==> src/rtl/lcd_cmd_sequencer.sv <==
// lcd_cmd_sequencer: plays an init ROM table to the LCD, then grants the LCD to CPU byte requests
module lcd_cmd_sequencer #(
  parameter int          ADDR_W      = 6,
  parameter int unsigned DELAY_UNIT  = 100000,
  parameter int unsigned ACK_TIMEOUT = 1000000
) (
  input  logic              CLK_100MHz,
  input  logic              RESET,
  input  logic              start,
  output logic [ADDR_W-1:0] rom_addr,
  input  logic [9:0]        rom_data,
  input  logic              cpu_load,
  input  logic [7:0]        cpu_data,
  input  logic              cpu_is_cmd,
  output logic              cpu_accept,
  output logic              cpu_ready,
  output logic              lcd_load,
  output logic [7:0]        lcd_data,
  output logic              lcd_is_cmd,
  input  logic              lcd_busy,
  input  logic              lcd_ready,
  output logic              init_done,
  output logic              init_error
);
  typedef enum logic [2:0] {WAIT_RDY, FETCH, WAIT_ACK, WAIT_DONE, DELAY, RUN, ERROR} state_t;
  state_t state, stateN;
  logic [ADDR_W-1:0] addrN;
  logic [7:0] dataN;
  logic [31:0] dlyCnt, dlyCntN, toCnt, toCntN;
  logic isCmdN, loadN, doneN, errN, acceptN, cpuSrc, cpuSrcN, pend, pendN, adv, req;
  wire idle = lcd_ready && !lcd_busy;
  wire lastEntry = &rom_addr;
  assign cpu_ready = state == RUN;
  assign req = start || pend;
  // State and output registers; async reset drops lcd_load immediately
  always_ff @(posedge CLK_100MHz or posedge RESET) begin
    if (RESET) begin
      state <= WAIT_RDY;
      rom_addr <= '0;
      lcd_data <= '0;
      lcd_is_cmd <= 1'b0;
      lcd_load <= 1'b0;
      init_done <= 1'b0;
      init_error <= 1'b0;
      cpu_accept <= 1'b0;
      cpuSrc <= 1'b0;
      pend <= 1'b0;
      dlyCnt <= '0;
      toCnt <= '0;
    end else begin
      state <= stateN;
      rom_addr <= addrN;
      lcd_data <= dataN;
      lcd_is_cmd <= isCmdN;
      lcd_load <= loadN;
      init_done <= doneN;
      init_error <= errN;
      cpu_accept <= acceptN;
      cpuSrc <= cpuSrcN;
      pend <= pendN;
      dlyCnt <= dlyCntN;
      toCnt <= toCntN;
    end
  end
  // Next-state logic; start is deferred while a byte is in flight and overrides everything else
  always_comb begin
    stateN = state;
    addrN = rom_addr;
    dataN = lcd_data;
    isCmdN = lcd_is_cmd;
    loadN = lcd_load;
    doneN = init_done;
    errN = init_error;
    acceptN = 1'b0;
    cpuSrcN = cpuSrc;
    pendN = pend;
    dlyCntN = dlyCnt;
    toCntN = toCnt;
    adv = 1'b0;
    case (state)
      WAIT_RDY: stateN = idle ? FETCH : WAIT_RDY;
      FETCH: begin
        case (rom_data[9:8])
          2'b10: begin
            adv = rom_data[7:0] == 8'd0;
            dlyCntN = 32'(rom_data[7:0]) * DELAY_UNIT;
            stateN = adv ? FETCH : DELAY;
          end
          2'b11: begin
            doneN = 1'b1;
            stateN = RUN;
          end
          default: begin
            dataN = rom_data[7:0];
            isCmdN = ~rom_data[8];
            loadN = 1'b1;
            cpuSrcN = 1'b0;
            stateN = WAIT_ACK;
          end
        endcase
      end
      WAIT_ACK: begin
        pendN = req;
        if (lcd_busy) begin
          loadN = 1'b0;
          toCntN = '0;
          stateN = WAIT_DONE;
        end else if (toCnt == ACK_TIMEOUT - 1) begin
          loadN = 1'b0;
          errN = 1'b1;
          dataN = '0;
          isCmdN = 1'b0;
          toCntN = '0;
          stateN = ERROR;
        end else toCntN = toCnt + 1;
      end
      WAIT_DONE: begin
        pendN = req;
        stateN = idle && cpuSrc ? RUN : WAIT_DONE;
        adv = idle && !cpuSrc;
      end
      DELAY: begin
        adv = dlyCnt == 0;
        dlyCntN = adv ? dlyCnt : dlyCnt - 1;
      end
      RUN: begin
        if (cpu_load && idle) begin
          dataN = cpu_data;
          isCmdN = cpu_is_cmd;
          loadN = 1'b1;
          acceptN = 1'b1;
          cpuSrcN = 1'b1;
          stateN = WAIT_ACK;
        end
      end
      default: ;
    endcase
    if (adv) begin
      if (lastEntry) begin
        doneN = 1'b1;
        stateN = RUN;
      end else begin
        addrN = rom_addr + 1'b1;
        stateN = FETCH;
      end
    end
    if (req && (state == WAIT_DONE ? idle : state != WAIT_ACK)) begin
      stateN = WAIT_RDY;
      addrN = '0;
      doneN = 1'b0;
      errN = 1'b0;
      pendN = 1'b0;
      acceptN = 1'b0;
      loadN = 1'b0;
      dlyCntN = '0;
    end
  end
endmodule

==> config.mk <==
export PLATFORM = sky130hd
export DESIGN_NAME = lcd_cmd_sequencer
export DESIGN_NICKNAME = d
export VERILOG_FILES = /design/src/rtl/lcd_cmd_sequencer.sv
export SDC_FILE = /design/constraint.sdc
export NUM_CORES = 1
export LEC_CHECK = 0
export BUFFER_PORTS_ARGS = -buffer_cell sky130_fd_sc_hd__clkbuf_2
export CORE_MARGIN = 1
export CORE_UTILIZATION = 60
export CTS_BUF_LIST = sky130_fd_sc_hd__clkbuf_8
export DETAILED_ROUTE_END_ITERATION = 6
export PLACE_DENSITY = 0.79
export SYNTH_ARGS = -nofsm -noshare
export SYNTH_HDL_FRONTEND = slang
export SYNTH_SLANG_ARGS = --single-unit
export TNS_END_PERCENT = 30
==> constraint.sdc <==
create_clock -name CLK_100MHz -period 8.3 [get_ports CLK_100MHz]
set_clock_uncertainty 0.1 [all_clocks]
set_input_delay 2.49 -clock CLK_100MHz [delete_from_list [all_inputs] [get_ports CLK_100MHz]]
set_output_delay 2.49 -clock CLK_100MHz [all_outputs]
set_load 0.005 [all_outputs]
* Word level (Yosys, flattened, before mapping)
Cells that the tools add are included.
** Operators by class
- Add/subtract/negate cells :: 3
- Multiply operators :: 1
- Eq/ne operators :: 22
- Multiplexer cells :: 54
- Bitwise operators :: 1
- Reduce and logical (&&, ||, !) cells :: 30
** Operators with widths (count)
- $mux 32 :: 5
- $pmux 32 s2 :: 1
- $add 32x1->32 const B :: 1
- $eq 32x20->1 const B :: 1
- $logic_not 32->1 :: 1
- $mux 8 :: 4
- $sub 32x1->32 const B :: 1
- $mux 1 :: 26
- $mux 3 :: 8
- $pmux 8 s3 :: 1
- $mul 8x12->20 const B :: 1
- $mux 6 :: 3
- $pmux 3 s5 :: 1
- $reduce_and 3->1 :: 4
- $reduce_bool 2->1 :: 5
- $ne 3x3->1 const B :: 3
- $pmux 1 s3 :: 3
- $logic_not 8->1 :: 1
- $reduce_bool 7->1 :: 1
- $add 6x1->6 const B :: 1
- $eq 3x2->1 const B :: 2
- $eq 3x3->1 const B :: 2
- $ne 2x1->1 const B :: 3
- $ne 2x2->1 const B :: 3
- other kinds (21) :: 29
** Storage, ports and cells
- Register bits :: 88
- Input port bits :: 25
- Output and inout port bits :: 20
- Logic and storage cells :: 123

* Longest topological paths before layout
Gate-level depths: netlist (run 1).
- Depth after elaboration :: 7
- Depth in mapped cells :: 15
- Gate-level depth less buffers :: 14

* Worst setup path after synthesis (run 1)
OpenSTA, ideal clock, no wires.
- Path type :: input-to-reg
- Start point :: in rom_data[2]
- End point :: reg dlyCnt[23]
- Library setup time :: 0.128 ns
- Data arrival time :: 5.670 ns
- Data required time :: 8.072 ns
- Path slack :: 2.401 ns
- Stages :: 14
- Buffers on the path :: 0
- Cells stage by stage :: ha_1 > ha_1 > inv_1 > fa_1 > inv_1 > fa_1 > ha_1 > a211oi_1 > o21bai_1 > o21ai_1 > o21ai_0 > o21ai_0 > mux2i_1 > o31ai_1
** On the way
- Word-level cells in the longest chain between the ends :: 4
** RTL lines
- start: declaration :: line 11 : input logic [9:0] rom_data,
- $mul 8x12->20 :: line 86 : dlyCntN = 32'(rom_data[7:0]) * DELAY_UNIT;
- $mux 32 :: line 83 : case (rom_data[9:8])
- $pmux 32 s2 :: line 80 : case (state)
- $mux 32 :: line 147 : if (req && (state == WAIT_DONE ? idle : state != WAIT_ACK)) begin
- end signal: assignment :: line 61 : dlyCnt <= dlyCntN;
- end: declaration :: line 29 : logic [31:0] dlyCnt, dlyCntN, toCnt, toCntN;
No other way between the ends. The select of a mux whose other input is x is not followed.
A chain may end at the register's enable or synchronous reset.

* Final worst setup path (run 1)
Ends and elaborated chain as after synthesis.

==> qor.csv, run 1 <==
metric;value;unit
Initial Util;62.31;%
Tmin final;6.003;ns
Vias per Instance;6.247;
period utilization;72.33;%
Worst Path Arrival;6.15;ns
Max Slew Vio Count;0;
RSZ-0062 raised after global routing;false;
post-synth cell types;59;
layout cells sized above 1;10.59;%
Req. time, crit path;8.45;ns
antenna violations before repair;0;
CP Class;in2reg;
Net Sw Frac;49.31;%
number of flops mapped to enable cells by yosys;0;
Port Buffers;44;
register area share after synthesis;33.93;%
GPL Wtd Cong;0.8948;
YS warnings;0;
MaxCap Viol Count;0;
relative slew slack;17.16;%
global route overflow;0;
dpl ws;1.954;ns
clk slew on worst S/H paths;0.09;ns
vias;5747;
# fillers;877;
Synth async-reset ratio;100.0;%
final hold viol count;0;
power per cell area;343.1;mW/mm2
outcome;completed;
FF/Latch Area;0.002202;mm2
Worst Tran Pin Value;1.243;ns
first-pass GRT wire length;26080;um
Leak Pwr;0.003262;uW
final setup fails;0;
Synth Register Bits;88;
H-tree levels;3;
total power draw;2403;uW
Die Wd;106;um
Critical Path Sink Type;register;
area of the multi-input gates;0.004099;mm2
Chip Height;106;um
VDD IR max;318.5;uV
Post-CTS Setup Inserts;0;
Final Core Density;67.22;%
top post-synthesis cells by area;dfrtp_1 34%, ha_1 12%, nor2_1 5.0%;
vias in the first global route;5613;
Die ar.;0.01124;mm2
Post-DP HPWL;11610;um
max frequency;0.1666;GHz
Syn Nets;843;
drt drc;0;
Syn-to-layout area delta;7.885;%
1st-pass router iterations;5;
Syn Inst Count;746;
Reg power frac;29.5;%
Combinational Power Share;58.3;%
row count;37;
Overall Global Routing Usage;28.92;%
setup_tns;0;ns
worst setup margin;2.297;ns
NumNets Final;876;
Synth Cell Area;0.006490;mm2
syn_area_per_cell;8.700;um2
CP Max Fanout;6;
Worst-Skew Late Latency;0.37;ns
Core Box Area;0.01042;mm2
post-route ant nets;0;
clock buffer depth;2;
Top Ports;45;
WL per Instance;16.95;um
largest net degree at the start of global routing;63;
Clk pwr share;12.1;%
# diodes;0;
commonest non-fill, non-tap cell in the layout;dfrtp_1;
Clock Root Buffer;clkbuf_8;
cts bufs inserted;9;
cts hold-fix bufs;0;
post-synth top area share;33.93;%
CP startpoint kind;input port;
Pint;1218;uW
number of gates resized after CTS;0;
final WL;15590;um
CTS tree;yes;
DRT iter0 DRCs;433;
area leader, netlist;dfrtp_1;
commonest non-fill, non-tap cells in the layout;88 x dfrtp_1, 86 x nor2_1, 65 x nand2_1;
switching pwr;1185;uW
commonest register cell after synthesis;dfrtp_1;
CTS Sinks;88;
min-delay worst type;reg2reg;
-- synthesized netlist by cell type (all sizes together), types with 22 or more instances --
library cell,number
ha,60
nand3,22
nor2,88
xor2,24
clkbuf,25
dfrtp,88
a21oi,51
o21ai,66
nand4,25
inv,24
nand2,65
nor3,24
-- stage by stage --
stage	instance area (um2)	hold WS, ns	cells
2_1_floorplan	6490	0.3733	746
3_3_place_gp	6820	0.3621	904
3_5_place_dp	6820	0.3698	904
4_1_cts	7002	0.3911	920
5_1_grt	7002	0.3987	920
6_report	7002	0.3871	920
-- cell type report --
| type | count | share of cell area, % |
|---|---|---|
| clock buffer | 10 | 1.966 |
| clock inverter | 6 | 0.6254 |
| inverter | 24 | 1.305 |
| multi-input combinational | 607 | 58.54 |
| sequential | 88 | 31.45 |
| tap | 136 | 2.430 |
| timing repair buffer | 49 | 3.681 |
-- routing by layer --
metal,up-vias,GRT usage (%),wire [um],share of wire [%]
li1,2768,-,-,-
met1,2781,36.25,6719,43
met2,164,50.47,7847,50
met3,34,4.169,621,4.0
met4,0,10.91,405,2.6
met5,-,0,0,0
-- power groups by stage --
stage                     sequential (uW)  combinational (uW)  clock [uW]
after floorplan                       673                1100           0
after global placement                704                1340           0
after detailed placement              714                1390           0
after CTS                             706                1390         290
after global routing                  729                1560         308
final                                 709                1400         292
-- cell families after synthesis --
family	share of synthesized area (%)
and+or+nand+nor	24.29
AOI/OAI and AO/OA	16.43
DFF	33.93
adders and majority gates	15.27
buffers and inverters	3.085
xor gates and xnor gates	6.073
muxes	0.9254
-- critical path: stages --
cell	delay, ns
clkbuf_2	0.14
ha_1	0.33
ha_1	0.28
inv_1	0.05
fa_1	0.51
inv_1	0.06
fa_1	0.47
ha_1	0.37
a211oi_1	0.28
o21bai_1	0.14
o21ai_1	0.27
o21ai_0	0.18
o21ai_0	0.25
mux2i_1	0.24
o31ai_1	0.09
-- state kept, by name, indices dropped and copies added, names as in the netlist, 3 cells and up --
signal    flops
rom_addr      6
lcd_data      8
toCnt        32
state         3
dlyCnt       32
-- final timing paths --
check / startpoint / endpoint / slack (ns) / depth (start not counted)
max in group asynchronous: RESET / dlyCnt[15] / 4.95 / 3
setup / recovery: rom_data[2] / dlyCnt[23] / 2.30 / 15
setup reg to reg: state[1] / toCnt[30] / 5.13 / 7
hold reg to reg: lcd_data[2] / lcd_data[2] / 0.39 / 2
hold / removal: lcd_data[2] / lcd_data[2] / 0.39 / 2
min in group asynchronous: RESET / rom_addr[3] / 1.98 / 2
Power figures use the tool's default switching activity.
==> run 2: changes to the inputs <==
==> constraint.sdc (replaced) <==
create_clock -name CLK_100MHz -period 5.9 [get_ports CLK_100MHz]
set_clock_uncertainty 0.1 [all_clocks]
set_input_delay 1.77 -clock CLK_100MHz [delete_from_list [all_inputs] [get_ports CLK_100MHz]]
set_output_delay 1.77 -clock CLK_100MHz [all_outputs]
set_load 0.005 [all_outputs]
==> run 2 against run 1 <==
Global-route usage grew 0.26 points. Clock-buffer cell count is the same. Clock power grew 59%. Highest routed layer unchanged. Largest cell class unchanged. Die area is the same.
==> qor.csv, run 2 (synthesis gave the netlist of run 1 again) <==
metric;value;unit;change
row count;37;;unchanged
Worst Path Arrival;5.51;ns;-0.64 ns
CTS tree;yes;;
clock buffer depth;2;;unchanged
relative slew slack;20.97;%;+3.8 points
largest net degree at the start of global routing;50;;-21%
Core Box Area;0.01042;mm2;unchanged
Top Ports;45;;unchanged
Syn-to-layout area delta;8.328;%;
CP Class;in2reg;;
Critical Path Sink Type;register;;
Top Registers;dlyCnt: 32 flops, toCnt: 32 flops, lcd_data: 8 flops;;
DRT iter0 DRCs;459;;+6.0%
metal2 WL;7873;um;+0.33%
Top Layer Used;met4;;
clk slew on worst S/H paths;0.10;ns;about the same
GPL Wtd Cong;0.9024;;+0.85%
commonest non-fill, non-tap cell in the layout;dfrtp_1;;
# diodes;0;;unchanged
1st-pass router iterations;6;;+1
power per cell area;487.9;mW/mm2;+42%
setup_tns;0;ns;unchanged
MaxCap Viol Count;0;;unchanged
layout cells sized above 1;10.71;%;+0.13 points
met3 wire length;756;um;+22%
number of gates resized after CTS;0;;unchanged
hold path start;lcd_data[0];;
RSZ-0062 raised after global routing;false;;
final setup fails;0;;unchanged
Die Wd;106;um;unchanged
area of the multi-input gates;0.004099;mm2;unchanged
vias in the first global route;5664;;+0.91%
total power draw;3430;uW;+43%
Initial Util;62.31;%;unchanged
Die ar.;0.01124;mm2;unchanged
vias;5839;;+1.6%
post-route ant nets;0;;unchanged
Chip Height;106;um;unchanged
min-delay worst type;reg2reg;;
max frequency;0.1871;GHz;
critical path launch point;rom_data[4];;
Req. time, crit path;6.07;ns;-2.38 ns
Post-CTS Setup Inserts;0;;unchanged
final hold viol count;0;;unchanged
WL per Instance;16.99;um;+0.22%
CP Max Fanout;6;;unchanged
cts hold-fix bufs;0;;unchanged
internal reg-to-reg setup slack;2.74;ns;-2.39 ns
FF/Latch Area;0.002202;mm2;unchanged
Worst R2R Start;state[1];;
Overall Global Routing Usage;29.18;%;+0.26 points
Tmin final;5.345;ns;
Final Core Density;67.50;%;+0.28 points
commonest non-fill, non-tap cells in the layout;88 x dfrtp_1, 86 x nor2_1, 65 x nand2_1;;
CP startpoint kind;input port;;
Vias per Instance;6.347;;+1.6%
# fillers;855;;-2.5%
Max Slew Vio Count;0;;unchanged
period utilization;90.59;%;
Worst Tran Pin Value;1.186;ns;-0.05711 ns
outcome;completed;;
cts bufs inserted;9;;unchanged
H-tree levels;3;;unchanged
global route overflow;0;;unchanged
Port Buffers;44;;unchanged
antenna violations before repair;0;;unchanged
Worst-Skew Late Latency;0.38;ns;about the same
Clock Root Buffer;clkbuf_8;;
NumNets Final;876;;unchanged
CTS Sinks;88;;unchanged
Post-DP HPWL;11380;um;-2.0%
met1 WL;6544;um;-2.6%
Leak Pwr;0.003285;uW;+0.70%
final WL;15630;um;+0.22%
drt drc;0;;unchanged
VDD IR max;298.4;uV;-6.3%
first-pass GRT wire length;26380;um;+1.2%
==> run 2: path summary, 6_finish.rpt <==
kind / to / depth (start not counted)
min in group asynchronous: toCnt[30] / 2
worst min register to register: lcd_data[0] / 2
worst max-delay path: dlyCnt[23] / 15
worst min-delay path: lcd_data[0] / 2
worst max register to register: toCnt[30] / 7
max in group asynchronous: dlyCnt[22] / 3
==> run 2: metal layers <==
layer,track usage [%],up-vias
met2,50.33,205
met4,11.71,0
met5,0,-
li1,-,2765
met1,36.34,2824
met3,4.905,45
==> run 2: cell type report <==
class                   instances  share of cell area, %
multi-input cells             607                  58.30
flip-flops and latches         88                  31.32
repair buffers                 49                  3.666
well taps                     136                  2.420
clock buffers                  10                  1.958
inverters                      24                  1.299
clock inverters                 6                  1.032
==> run 2: per-stage QoR <==
stage	instance area, um2	setup slack (ns)	cells	hold WS (ns)
floorplan	6490	0.7213	746	0.3733
global placement	6820	0.3377	904	0.3627
detailed placement	6820	0.2709	904	0.3714
CTS	7030	0.6161	920	0.3938
global route	7030	0.2706	920	0.4025
finish	7030	0.5552	920	0.3931
==> run 2: power breakdown <==
group | internal (uW) | switching [uW]
combinational | 761 | 1210
sequential | 788 | 209
clock | 214 | 251
==> run 2: worst max-delay path, cell delays in order <==
cell and delay [ns]:
clkbuf_2 0.15, ha_1 0.32, ha_1 0.28, inv_1 0.05, fa_1 0.50, inv_1 0.06
fa_1 0.49, ha_1 0.38, a211oi_1 0.28, o21bai_1 0.14, o21ai_1 0.29, o21ai_0 0.19
o21ai_0 0.25, mux2i_1 0.12, o31ai_1 0.25
==> run 3: changes to the inputs <==
--- a/config.mk
+++ b/config.mk
@@ -10,6 +10,7 @@
 export CORE_UTILIZATION = 60
 export CTS_BUF_LIST = sky130_fd_sc_hd__clkbuf_8
 export DETAILED_ROUTE_END_ITERATION = 6
+export GPL_TIMING_DRIVEN = 0
 export PLACE_DENSITY = 0.79
 export SYNTH_ARGS = -nofsm -noshare
 export SYNTH_HDL_FRONTEND = slang
==> run 3 against run 2 <==
Total power rose by 0.68%. Largest cell class unchanged. Cell area rose by 0.91%. Fmax fell by 1.1%. Cell count rose by 2.4%. Sequential share of layout area fell by 0.28 points. Highest routed layer unchanged. Via count rose by 1.8%. Largest power group unchanged. Critical path type unchanged.
==> qor.csv, run 3 (synthesis gave the netlist of run 1 again) <==
metric;value;unit;change
CP peak stage delay;0.49;ns;about the same
drt drc;0;;unchanged
RSZ-0062 raised after global routing;false;;
Layout Cells excl Fill;942;;+2.4%
WL per Instance;17.33;um;+2.0%
Critical Path Sink Type;register;;
max frequency;0.1850;GHz;-1.1%
CTS tree;yes;;
Slowest cell on crit path;fa_1;;
Chip Height;106;um;unchanged
Core Box Area;0.01042;mm2;unchanged
Req. time, crit path;6.07;ns;about the same
min-delay worst type;reg2reg;;
setup_tns;0;ns;unchanged
Placed Cells;926;;+2.4%
hold_ws;0.4013;ns;+0.008266 ns
critical path launch point;rom_data[2];;
Post-DP HPWL;12190;um;+7.1%
H-tree levels;3;;unchanged
outcome;completed;;
vias;5946;;+1.8%
Clock Root Buffer;clkbuf_8;;
Tmin final;5.406;ns;+0.06142 ns
final WL;16330;um;+4.5%
FF/Latch Area;0.002202;mm2;unchanged
Worst R2R Start;dlyCnt[12];;
# fillers;858;;+0.35%
row count;37;;unchanged
Leak Pwr;0.003289;uW;+0.12%
Initial Util;62.31;%;unchanged
commonest non-fill, non-tap cell in the layout;dfrtp_1;;
period utilization;91.63;%;+1.0 points
NumNets Final;898;;+2.5%
cts hold-fix bufs;0;;unchanged
clk slew on worst S/H paths;0.09;ns;about the same
number of gates resized after CTS;0;;unchanged
VDD IR max;277.9;uV;-6.9%
relative slew slack;41.90;%;+21 points
Vias per Instance;6.312;;-0.55%
1st-pass router iterations;5;;-1
Die Wd;106;um;unchanged
MaxCap Viol Count;0;;unchanged
Post-CTS Setup Inserts;0;;unchanged
Worst Path Arrival;5.57;ns;+0.06 ns
global route overflow;0;;unchanged
power per cell area;486.8;mW/mm2;-0.23%
vias in the first global route;5648;;-0.28%
DRT iter0 DRCs;569;;+24%
first-pass GRT wire length;27010;um;+2.4%
Die ar.;0.01124;mm2;unchanged
Max Slew Vio Count;0;;unchanged
Worst Tran Pin Value;0.8714;ns;-0.3141 ns
layout cells sized above 1;9.429;%;-1.3 points
total power draw;3453;uW;+0.68%
Top Ports;45;;unchanged
CP startpoint kind;input port;;
commonest non-fill, non-tap cells in the layout;88 x dfrtp_1, 87 x nor2_1, 65 x nand2_1;;
Top Registers;dlyCnt: 32 flops, toCnt: 32 flops, lcd_data: 8 flops;;
clock buffer depth;2;;unchanged
Top cell by count, worst path;ha_1;;
final hold viol count;0;;unchanged
# diodes;0;;unchanged
largest net degree at the start of global routing;48;;-4.0%
Overall Global Routing Usage;30.53;%;+1.3 points
Worst-Skew Late Latency;0.38;ns;about the same
Port Buffers;43;;-2.3%
GPL Wtd Cong;0.9040;;+0.18%
antenna violations before repair;0;;unchanged
area of the multi-input gates;0.004088;mm2;-0.27%
CTS Sinks;88;;unchanged
final setup fails;0;;unchanged
CP Max Fanout;6;;unchanged
CP Class;in2reg;;
Syn-to-layout area delta;9.312;%;
hold path start;lcd_data[1];;
CP Cell Sequence;clkbuf_2 > ha_1 > ha_1 > inv_1 > fa_1 > inv_1 > fa_1 > ha_1 > a211oi_1 > o21bai_1 > o21ai_1 > o21ai_0 > o21ai_0 > mux2i_1 > o31ai_1;;
post-route ant nets;0;;unchanged
cts bufs inserted;9;;unchanged
## run 3: changes by cell type in the layout (fill, tap and decap cells not counted), moves of 2 or more
cell	previous run	this run
inv_1	23	25
buf_4	5	0
clkbuf_1	0	25
inv_6	2	0
clkinvlp_4	0	3
## run 3: final cells by class
cell class	instances	share of cell area (%)
Multi-Input combinational cell	607	57.62
Sequential cell	88	31.04
Timing Repair Buffer	44	3.422
Tap cell	136	2.399
Clock buffer	9	1.746
Buffer	27	1.552
Inverter	24	1.305
Clock inverter	7	0.9171
## run 3: worst paths after layout
kind                            cells past startpoint  slack [ns]     endpoint
worst max-delay path                               15        0.49   dlyCnt[23]
worst min register to register                      2        0.40  lcd_data[1]
min in group asynchronous                           2        1.32  rom_addr[3]
worst max register to register                      8        2.84   dlyCnt[27]
max in group asynchronous                           3        3.74  lcd_data[1]
worst min-delay path                                2        0.40  lcd_data[1]
## run 3: metrics by stage
stage               area [um2]  utilization [%]  setup WS, ns
floorplan                 6490                -        0.7213
global placement          6875            66.01        0.2240
detailed placement        6905            66.29        0.1742
CTS                       7094            68.11        0.5550
global route              7094            68.11        0.2548
finish                    7094            68.11        0.4938
## run 3: report_power, final
part	switching [uW]	internal (uW)	total (uW)
combinational	1260	779	2040
sequential	199	789	988
clock	231	192	423
total	1690	1760	3450
## run 3: worst max-delay path, delay by kind of cell
family | cells | cell delay, ns
muxes | 1 | 0.23
AOI/OAI and AO/OA | 6 | 1.30
buffers and inverters | 3 | 0.27
adders and majority gates | 5 | 1.99
## run 3: routing by layer
metal	track usage, %	wire [um]	vias to the layer above
met4	15.48	573	0
li1	-	-	2802
met1	39.86	6937	2907
met5	0	0	-
met2	49.77	7911	193
met3	4.108	905	44
